File: src/rtl/icache_assoc.sv
// icache_assoc: set-associative instruction cache with multi-word blocks and
// per-set round-robin replacement. Hits are combinational; a miss fills the
// whole block with BLOCK_WORDS sequential word reads. flush invalidates every
// line in one cycle and aborts any fill in progress.
//
// Ports:
//   CLK, nRST             clock (rising edge), async active-low reset
//   imemREN, imemaddr     fetch request and byte address
//   flush                 invalidate all lines, reset all victim pointers
//   ihit, imemload        requested word valid / fetched instruction
//   mem_iREN, mem_iaddr   memory read request / word-aligned address
//   mem_iwait, mem_iload  memory busy / read data
module icache_assoc #(
  parameter int unsigned WAYS        = 2,
  parameter int unsigned SETS        = 8,
  parameter int unsigned BLOCK_WORDS = 2
) (
  input  logic        CLK,
  input  logic        nRST,
  input  logic        imemREN,
  input  logic [31:0] imemaddr,
  input  logic        flush,
  output logic        ihit,
  output logic [31:0] imemload,
  output logic        mem_iREN,
  output logic [31:0] mem_iaddr,
  input  logic        mem_iwait,
  input  logic [31:0] mem_iload
);

  localparam int unsigned WOB = $clog2(BLOCK_WORDS);
  localparam int unsigned CW  = (WOB > 0) ? WOB : 1;
  localparam int unsigned IB  = $clog2(SETS);
  localparam int unsigned PW  = (WAYS > 1) ? $clog2(WAYS) : 1;
  localparam int unsigned TW  = 32 - 2 - WOB - IB;

  typedef enum logic {StIdle, StFill} state_t;

  logic            r_valid [WAYS][SETS];
  logic [TW-1:0]   r_tag   [WAYS][SETS];
  logic [31:0]     r_data  [WAYS][SETS][BLOCK_WORDS];
  logic [PW-1:0]   r_ptr   [SETS];

  state_t          r_state, w_state_next;
  logic [31:0]     r_base;
  logic [PW-1:0]   r_victim;
  logic [CW-1:0]   r_cnt;

  logic [IB-1:0]   w_idx, w_bidx;
  logic [TW-1:0]   w_tag, w_btag;
  logic [CW-1:0]   w_woff;
  logic            w_hit;
  logic [PW-1:0]   w_hway;
  logic            w_miss, w_accept, w_last;

  // Address decode for the lookup and for the latched fill base.
  assign w_idx  = IB'(imemaddr >> (2 + WOB));
  assign w_tag  = TW'(imemaddr >> (2 + WOB + IB));
  assign w_woff = CW'((imemaddr >> 2) & 32'(BLOCK_WORDS - 1));
  assign w_bidx = IB'(r_base >> (2 + WOB));
  assign w_btag = TW'(r_base >> (2 + WOB + IB));

  always_comb begin
    w_hit  = 1'b0;
    w_hway = '0;
    for (int w = 0; w < WAYS; w++) begin
      if (r_valid[w][w_idx] && (r_tag[w][w_idx] == w_tag)) begin
        w_hit  = 1'b1;
        w_hway = PW'(w);
      end
    end
  end

  assign w_miss   = (r_state == StIdle) && imemREN && !w_hit;
  assign w_accept = (r_state == StFill) && !mem_iwait;
  assign w_last   = (r_cnt == CW'(BLOCK_WORDS - 1));

  always_comb begin
    w_state_next = r_state;
    ihit         = 1'b0;
    imemload     = '0;
    mem_iREN     = 1'b0;
    mem_iaddr    = '0;
    unique case (r_state)
      StIdle: begin
        ihit = imemREN && w_hit;
        if (ihit) imemload = r_data[w_hway][w_idx][w_woff];
        if (w_miss) w_state_next = StFill;
      end
      StFill: begin
        mem_iREN  = 1'b1;
        mem_iaddr = r_base + (32'(r_cnt) << 2);
        if (w_accept && w_last) w_state_next = StIdle;
      end
      default: w_state_next = StIdle;
    endcase
    // mem_iREN is left alone here: it drops the cycle after flush.
    if (flush) begin
      w_state_next = StIdle;
      ihit         = 1'b0;
      imemload     = '0;
    end
  end

  always_ff @(posedge CLK, negedge nRST) begin
    if (!nRST) begin
      r_state  <= StIdle;
      r_base   <= '0;
      r_victim <= '0;
      r_cnt    <= '0;
      for (int s = 0; s < SETS; s++) begin
        r_ptr[s] <= '0;
        for (int w = 0; w < WAYS; w++) r_valid[w][s] <= 1'b0;
      end
    end else begin
      r_state <= w_state_next;
      if (flush) begin
        for (int s = 0; s < SETS; s++) begin
          r_ptr[s] <= '0;
          for (int w = 0; w < WAYS; w++) r_valid[w][s] <= 1'b0;
        end
      end else if (w_miss) begin
        // Victim is invalidated up front so an aborted fill leaves no stale line.
        r_base                     <= imemaddr & ~32'(BLOCK_WORDS * 4 - 1);
        r_victim                   <= r_ptr[w_idx];
        r_cnt                      <= '0;
        r_valid[r_ptr[w_idx]][w_idx] <= 1'b0;
      end else if (w_accept) begin
        r_cnt <= w_last ? '0 : r_cnt + 1'b1;
        if (w_last) begin
          r_valid[r_victim][w_bidx] <= 1'b1;
          r_ptr[w_bidx]             <= (WAYS > 1) ? r_ptr[w_bidx] + 1'b1 : '0;
        end
      end
    end
  end

  // Data and tag arrays carry no reset; valid bits guard them.
  always_ff @(posedge CLK) begin
    if (w_accept && !flush) begin
      r_data[r_victim][w_bidx][r_cnt] <= mem_iload;
      if (w_last) r_tag[r_victim][w_bidx] <= w_btag;
    end
  end

endmodule

File: config.mk
export PLATFORM = sky130hd
export DESIGN_NAME = icache_assoc
export DESIGN_NICKNAME = d
export VERILOG_FILES = /design/src/rtl/icache_assoc.sv
export SDC_FILE = /design/constraint.sdc
export NUM_CORES = 2
export LEC_CHECK = 0
export CAP_MARGIN = 15
export CELL_PAD_IN_SITES_DETAIL_PLACEMENT = 0
export CELL_PAD_IN_SITES_GLOBAL_PLACEMENT = 2
export CORE_MARGIN = 5
export CORE_UTILIZATION = 39
export CTS_CLUSTER_SIZE = 16
export DETAILED_ROUTE_END_ITERATION = 16
export PLACE_DENSITY_LB_ADDON = 0.08
export SYNTH_ARGS = -nofsm -noshare
export SYNTH_HDL_FRONTEND = slang
export SYNTH_SLANG_ARGS = --single-unit
File: constraint.sdc
create_clock -name CLK -period 13.7 [get_ports CLK]
set_clock_uncertainty 0.05 [all_clocks]
set_input_delay 2.74 -clock CLK [delete_from_list [all_inputs] [get_ports CLK]]
set_output_delay 2.74 -clock CLK [all_outputs]
set_load 0.1 [all_outputs]
==> flow_metrics.py <==
metrics = {
    "route": {
        "drc": 0,
        "route.vias.total": 32900,
        "dr.pass1.iters": 8,
        "routedWlPerCell_um": 32.0,
        "dr.first_iter.drc_count": 2915,
        "routed_via_density": 5.67,
        "detail_route.wirelength_um": 186000,
        "ant_nets": 0,
    },
    "sta": {
        "min_period_over_period": 0.862,
        "hold-worst-slack_ns": 0.465,
        "setup_repair_after_global_routing_missed_its_margin": "no",
        "final_period_minus_worst_setup_slack_ns": 11.80,
        "setup-tns-final_ns": 0,
        "report.final.hold_viol_count": 0,
        "max_slew_margin": 0.207,
        "max_slew.worst_pin.slew_ns": 1.19,
        "max_clock_freq_mhz": 84.7,
        "drv_slew": 0,
        "finalSetupViolCount": 0,
    },
    "setup_path": {
        "worstSetupEndpointType": "output port",
        "critical_path.reg2reg.startpoint": "r_state$_DFF_PN0_",
        "worst_setup_path_start_kind": "input port",
        "critical_path_arrival_ns": 9.01,
        "data_required_time_at_the_worst_endpoint_ns": 10.91,
        "criticalPathCategory": "in2out",
        "crit_path_start": "imemaddr[4]",
        "worst-path-max-fanout": 55,
    },
    "floorplan": {
        "floorplan.die.width_um": 398,
        "std_cell_rows": 142,
        "design.die.area_um2": 158000,
        "pin_count": 135,
        "core_um2": 150000,
        "floorplan.die.height_um": 398,
        "initial_core_util": 0.392,
    },
    "worst_hold_path": {
        "hold_path_class": "reg2reg",
        "worstHoldStart": "r_valid[7]$_DFFE_PN0P_",
    },
    "cts": {
        "cts_tree": "built",
        "cts-buffers-inserted": 163,
        "cts.reportedPaths.clkPinSlew_ns": 0.05,
        "postCtsSetupBuffers": 0,
        "cts_root_buf": "clkbuf_16",
        "clk-insertion-delay-late_ns": 0.78,
        "cts.repair.resized": 0,
        "cts.sink_count": 1496,
        "h_tree_levels": 4,
        "cts.path.max_buffers": 3,
        "hold_bufs_inserted_after_cts": 0,
    },
    "final_layout": {
        "mostFrequentLayoutCell": "edfxtp_1",
        "post-route-util": 0.453,
        "layout_common_cells": "edfxtp_1 (1440), nand2_1 (460), mux2i_1 (249)",
        "fraction_of_final_layout_cells_sized_beyond_drive_strength_1": 0.165,
        "finalNonFillerCells": 5799,
        "fillerInstances": 13000,
        "syn_to_final_growth_pct": 15.6,
        "final_nets": 3712,
    },
    "global_route": {
        "grt_start_max_net_pins": 126,
        "grt_pass1_vias": 33300,
        "track_usage": 0.232,
        "antenna_found_initial": 8,
        "grt_pass1_wl_um": 256000,
        "grt-ovfl-total": 0,
    },
    "synth": {
        "yosys-top-cells-area": "edfxtp_1 (74%), mux2i_1 (4.3%), mux4_2 (3.3%), nand2_1 (3.0%), dfrtp_1 (2.4%)",
        "avgSynthCellArea_um2": 17.0,
        "cell_area_after_synthesis_um2": 58600,
        "post_syn_instances": 3447,
        "synth_edf_count": 1440,
        "yosys_warnings": 0,
        "dominantRegCellSynth": "edfxtp_1",
        "synth_sequential_area_ratio": 0.762,
        "synth_top_cell_by_area": "edfxtp_1",
        "synth_seq_cells": 1496,
        "post_synth_num_cell_types": 78,
        "synthArstFlopShare": 0.0374,
        "yosysTopAreaCellShare": 0.738,
    },
    "outcome": {
        "result_of_the_run": "complete, no violations",
    },
    "pwr": {
        "post_route_total_power_uw": 9930,
        "leakage_uw": 0.0216,
        "ir_worst_vdd_uv": 95.5,
        "pwrdens_nw_per_um2": 147,
    },
    "place": {
        "numPlacedInstances": 5493,
        "port-buffer-count": 130,
        "gp_routability_congestion": 0.759,
        "hpwl_dp_um": 96500,
    },
    "flow_run": {
        "count_of_maximum_capacitance_violations": 0,
    },
}
==> where the power goes <==
part / internal [uW] / leakage [uW] / total, uW / switching (uW)
logic: 146 / 0.00545 / 496 / 350
clock network: 2440 / 0.00250 / 4220 / 1780
registers: 5120 / 0.0137 / 5220 / 102
total: 7700 / 0.0216 / 9930 / 2230
==> layout make-up <==
| class | instances | area (um2) | area share |
|---|---|---|---|
| well taps | 2016 | 2520 | 0.0373 |
| inverters | 9 | 33.8 | 0.000499 |
| flip-flops and latches | 1496 | 44600 | 0.659 |
| repair buffers | 240 | 2140 | 0.0317 |
| diodes | 2 | 5.00 | 0.0000739 |
| multi-input cells | 1733 | 13200 | 0.195 |
| clock buffers | 222 | 4480 | 0.0661 |
| clock inverters | 81 | 647 | 0.00955 |
==> per-layer routing <==
metal | vias to the layer above | share of wire | track usage
met2 | 1165 | 0.49 | 0.389
li1 | 14100 | - | -
met4 | 4 | 0.030 | 0.0708
met3 | 291 | 0.057 | 0.0364
met5 | - | 0.00015 | 0
met1 | 17400 | 0.42 | 0.312
==> worst max-delay path, cell delays in order <==
cell and delay (ns):
buf_4 0.57, buf_12 0.38, nor2b_1 0.35, buf_4 0.35, a22oi_1 0.14, a21oi_1 0.20
o22ai_1 0.10, or4_1 0.74, nor4_4 0.47, buf_12 0.36, buf_4 0.88, mux2i_1 0.17
a32oi_1 0.23, nand3_1 0.12, nor4_1 0.41, o21bai_1 0.21, buf_4 0.34
==> cell families after synthesis <==
kind of cell / count (synthesis) / synth area share
AOI/OAI and AO/OA: 447 / 0.0577
other: 1 / 0.0000640
DFF: 1496 / 0.762
buffers and inverters: 219 / 0.0198
xor gates and xnor gates: 37 / 0.00553
muxes: 408 / 0.0897
and+or+nand+nor: 839 / 0.0652
==> cells in the mapped netlist, drive strengths merged (5+ instances only) <==
master / n
mux2i: 249
or3: 8
nor2b: 9
o21a: 8
xnor2: 16
a211oi: 12
a31oi: 61
o32ai: 7
nand3: 96
o2111ai: 6
nand2b: 5
a222oi: 7
xor2: 21
o221ai: 10
o22a: 6
a21oi: 16
nor2: 85
a221oi: 34
and3: 46
clkbuf: 108
mux2: 73
nor4: 9
buf: 102
edfxtp: 1440
dfrtp: 56
mux4: 86
o22ai: 49
a22oi: 81
nand2: 461
a31o: 19
inv: 8
a32oi: 30
o21ai: 30
a22o: 21
nor3: 17
a221o: 21
nand4: 47
and2: 36
==> per-stage QoR <==
stage                     instance area [um2]  setup WS, ns
after CTS                               67700          1.76
after global placement                  62500          1.87
after floorplan                         58600          2.34
after global routing                    67700          1.50
final                                   67700          1.90
after detailed placement                62600          1.80
==> flip-flops by register name (all words and copies together), names as in the netlist <==
register  flops
r_victim      1
r_ptr         8
r_state       1
r_data     1024
r_base       29
r_cnt         1
r_tag       416
r_valid      16
==> worst paths after layout <==
| check | cells after the start | to | slack, ns |
|---|---|---|---|
| min in group asynchronous | 1 | r_base[16]$_DFFE_PN0P_ | 2.02 |
| hold reg to reg | 1 | r_valid[7]$_DFFE_PN0P_ | 0.46 |
| max in group asynchronous | 1 | r_state$_DFF_PN0_ | 10.84 |
| setup reg to reg | 5 | r_data[0][220]$_DFFE_PP_ | 9.58 |
| setup / recovery | 17 | imemload[26] | 1.90 |
| hold / removal | 1 | r_valid[7]$_DFFE_PN0P_ | 0.46 |
Note: power is estimated with default switching activity, not from simulation.
